===== src/rtl/rename_dispatch_ctrl.sv =====
// rtl/rename_dispatch_ctrl.sv - rename/dispatch sequencer with mispredict rollback and recovery
// Optional DISPATCH_STATS_EN adds saturating stall_cycles / rollback_cnt counters.
module rename_dispatch_ctrl #(
  parameter int NUM_SUPER      = 2,
  parameter int NUM_ROB        = 32,
  parameter int RECOVER_CYCLES = 2
) (
  input  logic                                          clock,
  input  logic                                          reset,
  input  logic [NUM_SUPER-1:0]                          inst_valid,
  input  logic [$clog2(NUM_ROB):0]                      ROB_free_cnt,
  input  logic [7:0]                                    FL_free_cnt,
  input  logic [7:0]                                    RS_free_cnt,
  input  logic [$clog2(NUM_ROB)-1:0]                    ROB_head_idx,
  input  logic                                          mispredict,
  input  logic [$clog2(NUM_ROB)-1:0]                    mispredict_idx,
  output logic                                          dispatch_en,
  output logic [NUM_SUPER-1:0][$clog2(NUM_ROB)-1:0]     ROB_idx,
  output logic                                          rollback_en,
  output logic [$clog2(NUM_ROB)-1:0]                    ROB_rollback_idx,
  output logic                                          stall
`ifdef DISPATCH_STATS_EN
  ,
  output logic [31:0]                                   stall_cycles,
  output logic [31:0]                                   rollback_cnt
`endif
);

  localparam int IDX_W = $clog2(NUM_ROB);
  localparam logic [IDX_W:0]   NS_ROB = (IDX_W+1)'(NUM_SUPER);
  localparam logic [7:0]       NS_8   = 8'(NUM_SUPER);
  localparam logic [IDX_W-1:0] NS_IDX = IDX_W'(NUM_SUPER);
  localparam logic [3:0]       RC_INIT = 4'(RECOVER_CYCLES);

  typedef enum logic [1:0] {RUN, ROLLBACK, RECOVER} state_t;

  state_t           state, state_next;
  logic [IDX_W-1:0] tail;
  logic [3:0]       rc;
  logic [IDX_W-1:0] age_new, age_cur;
  logic             older, res_ok, accept;

  // Ages are distances from the ROB head, so a smaller age is an older instruction.
  assign age_new = mispredict_idx - ROB_head_idx;
  assign age_cur = ROB_rollback_idx - ROB_head_idx;
  assign older   = age_new < age_cur;

  assign res_ok = (ROB_free_cnt >= NS_ROB) && (FL_free_cnt >= NS_8) && (RS_free_cnt >= NS_8);

  always_comb begin
    state_next  = state;
    dispatch_en = 1'b0;
    accept      = 1'b0;
    case (state)
      RUN: begin
        if (mispredict) begin
          accept     = 1'b1;
          state_next = ROLLBACK;
        end else if (&inst_valid && res_ok) begin
          dispatch_en = 1'b1;
        end
      end
      ROLLBACK: begin
        state_next = RECOVER;
        if (mispredict && older) begin
          accept     = 1'b1;
          state_next = ROLLBACK;
        end
      end
      RECOVER: begin
        if (rc == 4'd1) state_next = RUN;
        if (mispredict && older) begin
          accept     = 1'b1;
          state_next = ROLLBACK;
        end
      end
      default: state_next = RUN;
    endcase
  end

  assign stall = (|inst_valid) && !dispatch_en;

  always_ff @(posedge clock) begin
    if (reset) state <= RUN;
    else       state <= state_next;
  end

  always_ff @(posedge clock) begin
    if (reset) begin
      tail             <= '0;
      rc               <= '0;
      rollback_en      <= 1'b0;
      ROB_rollback_idx <= '0;
    end else begin
      rollback_en <= (state_next == ROLLBACK);
      if (accept) ROB_rollback_idx <= mispredict_idx;
      // The branch itself survives the rollback, so allocation resumes just after it.
      if (state == ROLLBACK) begin
        tail <= ROB_rollback_idx + IDX_W'(1);
        rc   <= RC_INIT;
      end else begin
        if (dispatch_en) tail <= tail + NS_IDX;
        if (state == RECOVER && rc != 4'd0) rc <= rc - 4'd1;
      end
    end
  end

  always_comb begin
    for (int j = 0; j < NUM_SUPER; j++) begin
      ROB_idx[j] = tail + IDX_W'(j);
    end
  end

`ifdef DISPATCH_STATS_EN
  always_ff @(posedge clock) begin
    if (reset) begin
      stall_cycles <= '0;
      rollback_cnt <= '0;
    end else begin
      if (stall && stall_cycles != 32'hFFFF_FFFF) stall_cycles <= stall_cycles + 32'd1;
      if (rollback_en && rollback_cnt != 32'hFFFF_FFFF) rollback_cnt <= rollback_cnt + 32'd1;
    end
  end
`endif

endmodule


===== config.mk =====
export PLATFORM = sky130hd
export DESIGN_NAME = rename_dispatch_ctrl
export DESIGN_NICKNAME = d
export VERILOG_FILES = /design/src/rtl/rename_dispatch_ctrl.sv
export SDC_FILE = /design/constraint.sdc
export NUM_CORES = 1
export LEC_CHECK = 0
export CAP_MARGIN = 20
export CORE_UTILIZATION = 45
export DETAILED_ROUTE_END_ITERATION = 8
export HOLD_SLACK_MARGIN = 0.03
export PLACE_DENSITY_LB_ADDON = 0.3
export SLEW_MARGIN = 5
export SYNTH_ARGS = -nofsm -noshare
export SYNTH_HDL_FRONTEND = slang
export SYNTH_SLANG_ARGS = --single-unit

===== constraint.sdc =====
create_clock -name clock -period 4.5 [get_ports clock]
set_clock_uncertainty 0.05 [all_clocks]
set_input_delay 1.35 -clock clock [delete_from_list [all_inputs] [get_ports clock]]
set_output_delay 1.35 -clock clock [all_outputs]
set_load 0.01 [all_outputs]

==> flow_summary_export.csv <==
group,metric,value,unit
floorplanning,fp.dieW,59.72,um
global_routing,grt_pass1_wl,5775,um
floorplanning,die_area,3566,sq um
placed_design,finalWeightedCongestion,0.7940,
placed_design,hpwlAfterDp,2954,um
worst_setup_path,cp-end-kind,"output pin",
clock_tree,post_cts_repair_resize_count,2,
synth,syn_inst,166,
routing,via_count,1388,
timing,maxClockFrequency,227.9,MHz
clock_tree,post-cts-setup-buffers,0,
cells_and_area,final_design_area_no_fill,2100,sq um
pwr,static-leakage-power,0.8793,nW
routing,avgRoutedWirePerCell,13.22,um
worst_setup_path,worst_path_most_repeated_cell,"sky130_fd_sc_hd__nor4_4",
global_routing,grt-ovfl-total,0,
synth,synth_seq_cells,17,
timing,fin_worst_hold_slack,0.4697,ns
routing,antenna_violating_nets_post_route,0,
global_routing,grt_util_all_layers,0.2121,
synth,ys_types,37,
cells_and_area,area.growth.synth_to_final,40.07,%
routing,routed_wl,3503,um
floorplanning,die_height,59.72,um
routing,drt_first_pass_iters,4,
routing,first_iter_violations,36,
cells_and_area,final_layout_size_suffix_gt1_frac,0.06787,
clock_tree,cts.hold.buffers_added,0,
synth,synth_fp_nets,227,
worst_setup_path,r2r.worst_path.cells,12,
floorplanning,pin_count,55,
floorplanning,core_area,3103,sq um
worst_setup_path,timing.critical_path.cells,"clkdlybuf4s50_1 > or4_4 > nor4_4 > nor4_4 > buf_4 > dlygate4sd2_1",
pwr,fin_total_pwr,0.8923,mW
min_path,class_of_the_most_critical_hold_timing_path,"flop to flop",
status,run_status,"finished clean",
cells_and_area,most-common-layout-cells,"sky130_fd_sc_hd__clkdlybuf4s50_1 (49), sky130_fd_sc_hd__ha_1 (22), sky130_fd_sc_hd__dfxtp_1 (17)",
floorplanning,floorplan.initialDensity,0.4831,
flow_run,max_cap_viol_count,0,
placed_design,dpl_cell_area,2076,sq um
clock_tree,cts.sink_count,17,
cells_and_area,antenna-diode-count,0,
clock_tree,clk_pin_slew,0.11,ns
cells_and_area,layout.cells.most_common,"sky130_fd_sc_hd__clkdlybuf4s50_1",
worst_setup_path,cp.required,3.10,ns
timing,timing.final.ws_setup,0.1115,ns
global_routing,first_global_vias,1428,
clock_tree,tritoncts,"built",
worst_setup_path,crit_path_max_fanout,2,
timing,finalMaxSlewViolations,0,
global_routing,grt_max_degree,13,
worst_setup_path,start_kind,"primary input",
synth,synth-warning-count,0,
clock_tree,h_tree_depth,1,
min_path,min_path_cells,2,
floorplanning,placement_rows,20,
worst_setup_path,critical_path.reg2reg.endpoint,"ROB_rollback_idx[1]$_SDFFE_PP0P_",
worst_setup_path,timing.reg2reg.setup_slack,1.59,ns
min_path,worst_hold_start,"ROB_rollback_idx[4]$_SDFFE_PP0P_",
routing,drc,0,
pwr,vdd_drop_max,0.2308,mV
routing,avgViaCountPerCell,5.238,
placed_design,dpl.cell_count,261,
worst_setup_path,setup.worst_path.class,"primary input to output pin",
timing,final_period_minus_worst_setup_slack,4.389,ns
worst_setup_path,regToRegStartpoint,"ROB_rollback_idx[0]$_SDFFE_PP0P_",
timing,tightestPinTransition,0.4153,ns
synth,syn-mean-instance-area,9.030,sq um
clock_tree,cts.root.buffer_cell,"sky130_fd_sc_hd__clkbuf_4",
timing,worst_slew_margin_rel,0.7223,
timing,grt_setup_unrepaired,"false",
cells_and_area,final_cell_count_no_fill,265,
synth,synthesis.area,1499,sq um
worst_setup_path,slowest_stage,"sky130_fd_sc_hd__or4_4",
clock_tree,clock_insertion_delay_worst_skew,0.30,ns
cells_and_area,n_fill_cell,288,
worst_setup_path,timing.critical_path.arrival,2.99,ns
placed_design,detailedPlace.worstSlack,-0.1576,ns
worst_setup_path,timing.critical_path.slowest_cell_delay,0.54,ns
timing,setup_viol,0,
cells_and_area,final_util,0.6766,
cells_and_area,final_net_count,283,
timing,timing.setup.tns,0,ns
min_path,whs_endpoint,"ROB_rollback_idx[4]$_SDFFE_PP0P_",
clock_tree,cts-buffers-inserted,3,
timing,portion_of_the_clock_cycle_consumed_by_the_worst_path_in_the_final_layout,0.9752,
placed_design,portBuffers,51,
timing,hold_viol,0,
clock_tree,max-clock-path-buffers,2,
pwr,power.density,425.0,nW/um^2
global_routing,number_of_antenna_violations_at_the_first_check_in_global_routing,0,
synth,synth-seq-area-share,0.2270,
[area by class of cell]
| cell class | instances | area, sq um | share of cell area |
|---|---|---|---|
| multi-input combinational | 130 | 1087 | 0.5179 |
| sequential | 17 | 340.3 | 0.1621 |
| clock buffer | 4 | 26.28 | 0.01251 |
| inverter | 16 | 60.06 | 0.02861 |
| tap | 44 | 55.05 | 0.02622 |
| timing repair buffer | 54 | 530.5 | 0.2527 |
[synth_stat cells (all sizes together)]
master / instances / area share
ha: 22 / 0.18
dfxtp: 17 / 0.23
inv: 16 / 0.040
nand2: 15 / 0.038
xnor2: 12 / 0.070
nor2: 11 / 0.028
a21oi: 9 / 0.030
mux2i: 7 / 0.047
xor2: 6 / 0.035
nor4: 5 / 0.051
a21o: 4 / 0.020
nand3: 4 / 0.013
a211oi: 3 / 0.015
clkbuf: 3 / 0.0075
nand3b: 3 / 0.015
nor3: 3 / 0.010
o21ai: 3 / 0.010
or4: 3 / 0.020
a21bo: 2 / 0.013
a21boi: 2 / 0.010
fa: 2 / 0.027
nand2b: 2 / 0.0083
a211o: 1 / 0.0058
a311oi: 1 / 0.010
and2: 1 / 0.0042
and3: 1 / 0.0042
nand4b: 1 / 0.0058
o211ai: 1 / 0.0050
o21a: 1 / 0.0050
o21ba: 1 / 0.0067
o2bb2ai: 1 / 0.0058
o311ai: 1 / 0.0058
o31ai: 1 / 0.0050
o32ai: 1 / 0.018
[worst max-delay path, delay by kind of cell]
| kind | cells | cell delay (ns) |
|---|---|---|
| and+or+nand+nor | 3 | 0.82 |
| buffers and inverters | 3 | 0.81 |
[power by group]
group	internal, mW	switching, mW
Combinational	0.292	0.256
Clock	0.0346	0.0523
Sequential	0.197	0.0607
[registers in the layout, summed over array words and instances (netlist names)]
signal / cells
ROB_rollback_idx: 5
rollback_en: 1
tail: 5
state: 2
rc: 4
[worst max path at each step]
| stage | endpoint | depth (start not counted) | start | slack, ns |
|---|---|---|---|---|
| 6_report | dispatch_en | 6 | FL_free_cnt[5] | 0.11 |
| 5_1_grt | dispatch_en | 6 | FL_free_cnt[5] | 0.05 |
| 4_1_cts | dispatch_en | 6 | FL_free_cnt[5] | 0.1 |
| 3_5_place_dp | stall | 6 | FL_free_cnt[5] | -0.16 |
| 3_3_place_gp | stall | 6 | RS_free_cnt[4] | -0.11 |
| 2_1_floorplan | stall | 4 | RS_free_cnt[4] | 0.71 |
[kinds of logic (layout without fill, tap and decap cells)]
family          count (synthesis)  in the layout  synth area share
xor+xnor                       18             18            0.1052
flops                          17             17            0.2270
mux                             7              7           0.04675
compound gates                 32             32            0.1661
simple gates                   49             49            0.1970
buf+inv                        19             74           0.04758
fa+ha+maj                      24             24            0.2103
[per-layer routing]
layer  GRT usage  vias to the layer above  wire, um
met5           0                        -         0
met1      0.2503                      656      1502
li1            -                      692         -
met3     0.02165                        6       110
met2      0.3937                       34      1855
met4     0.07309                        0        35
Note: power is estimated with default switching activity, not from simulation.
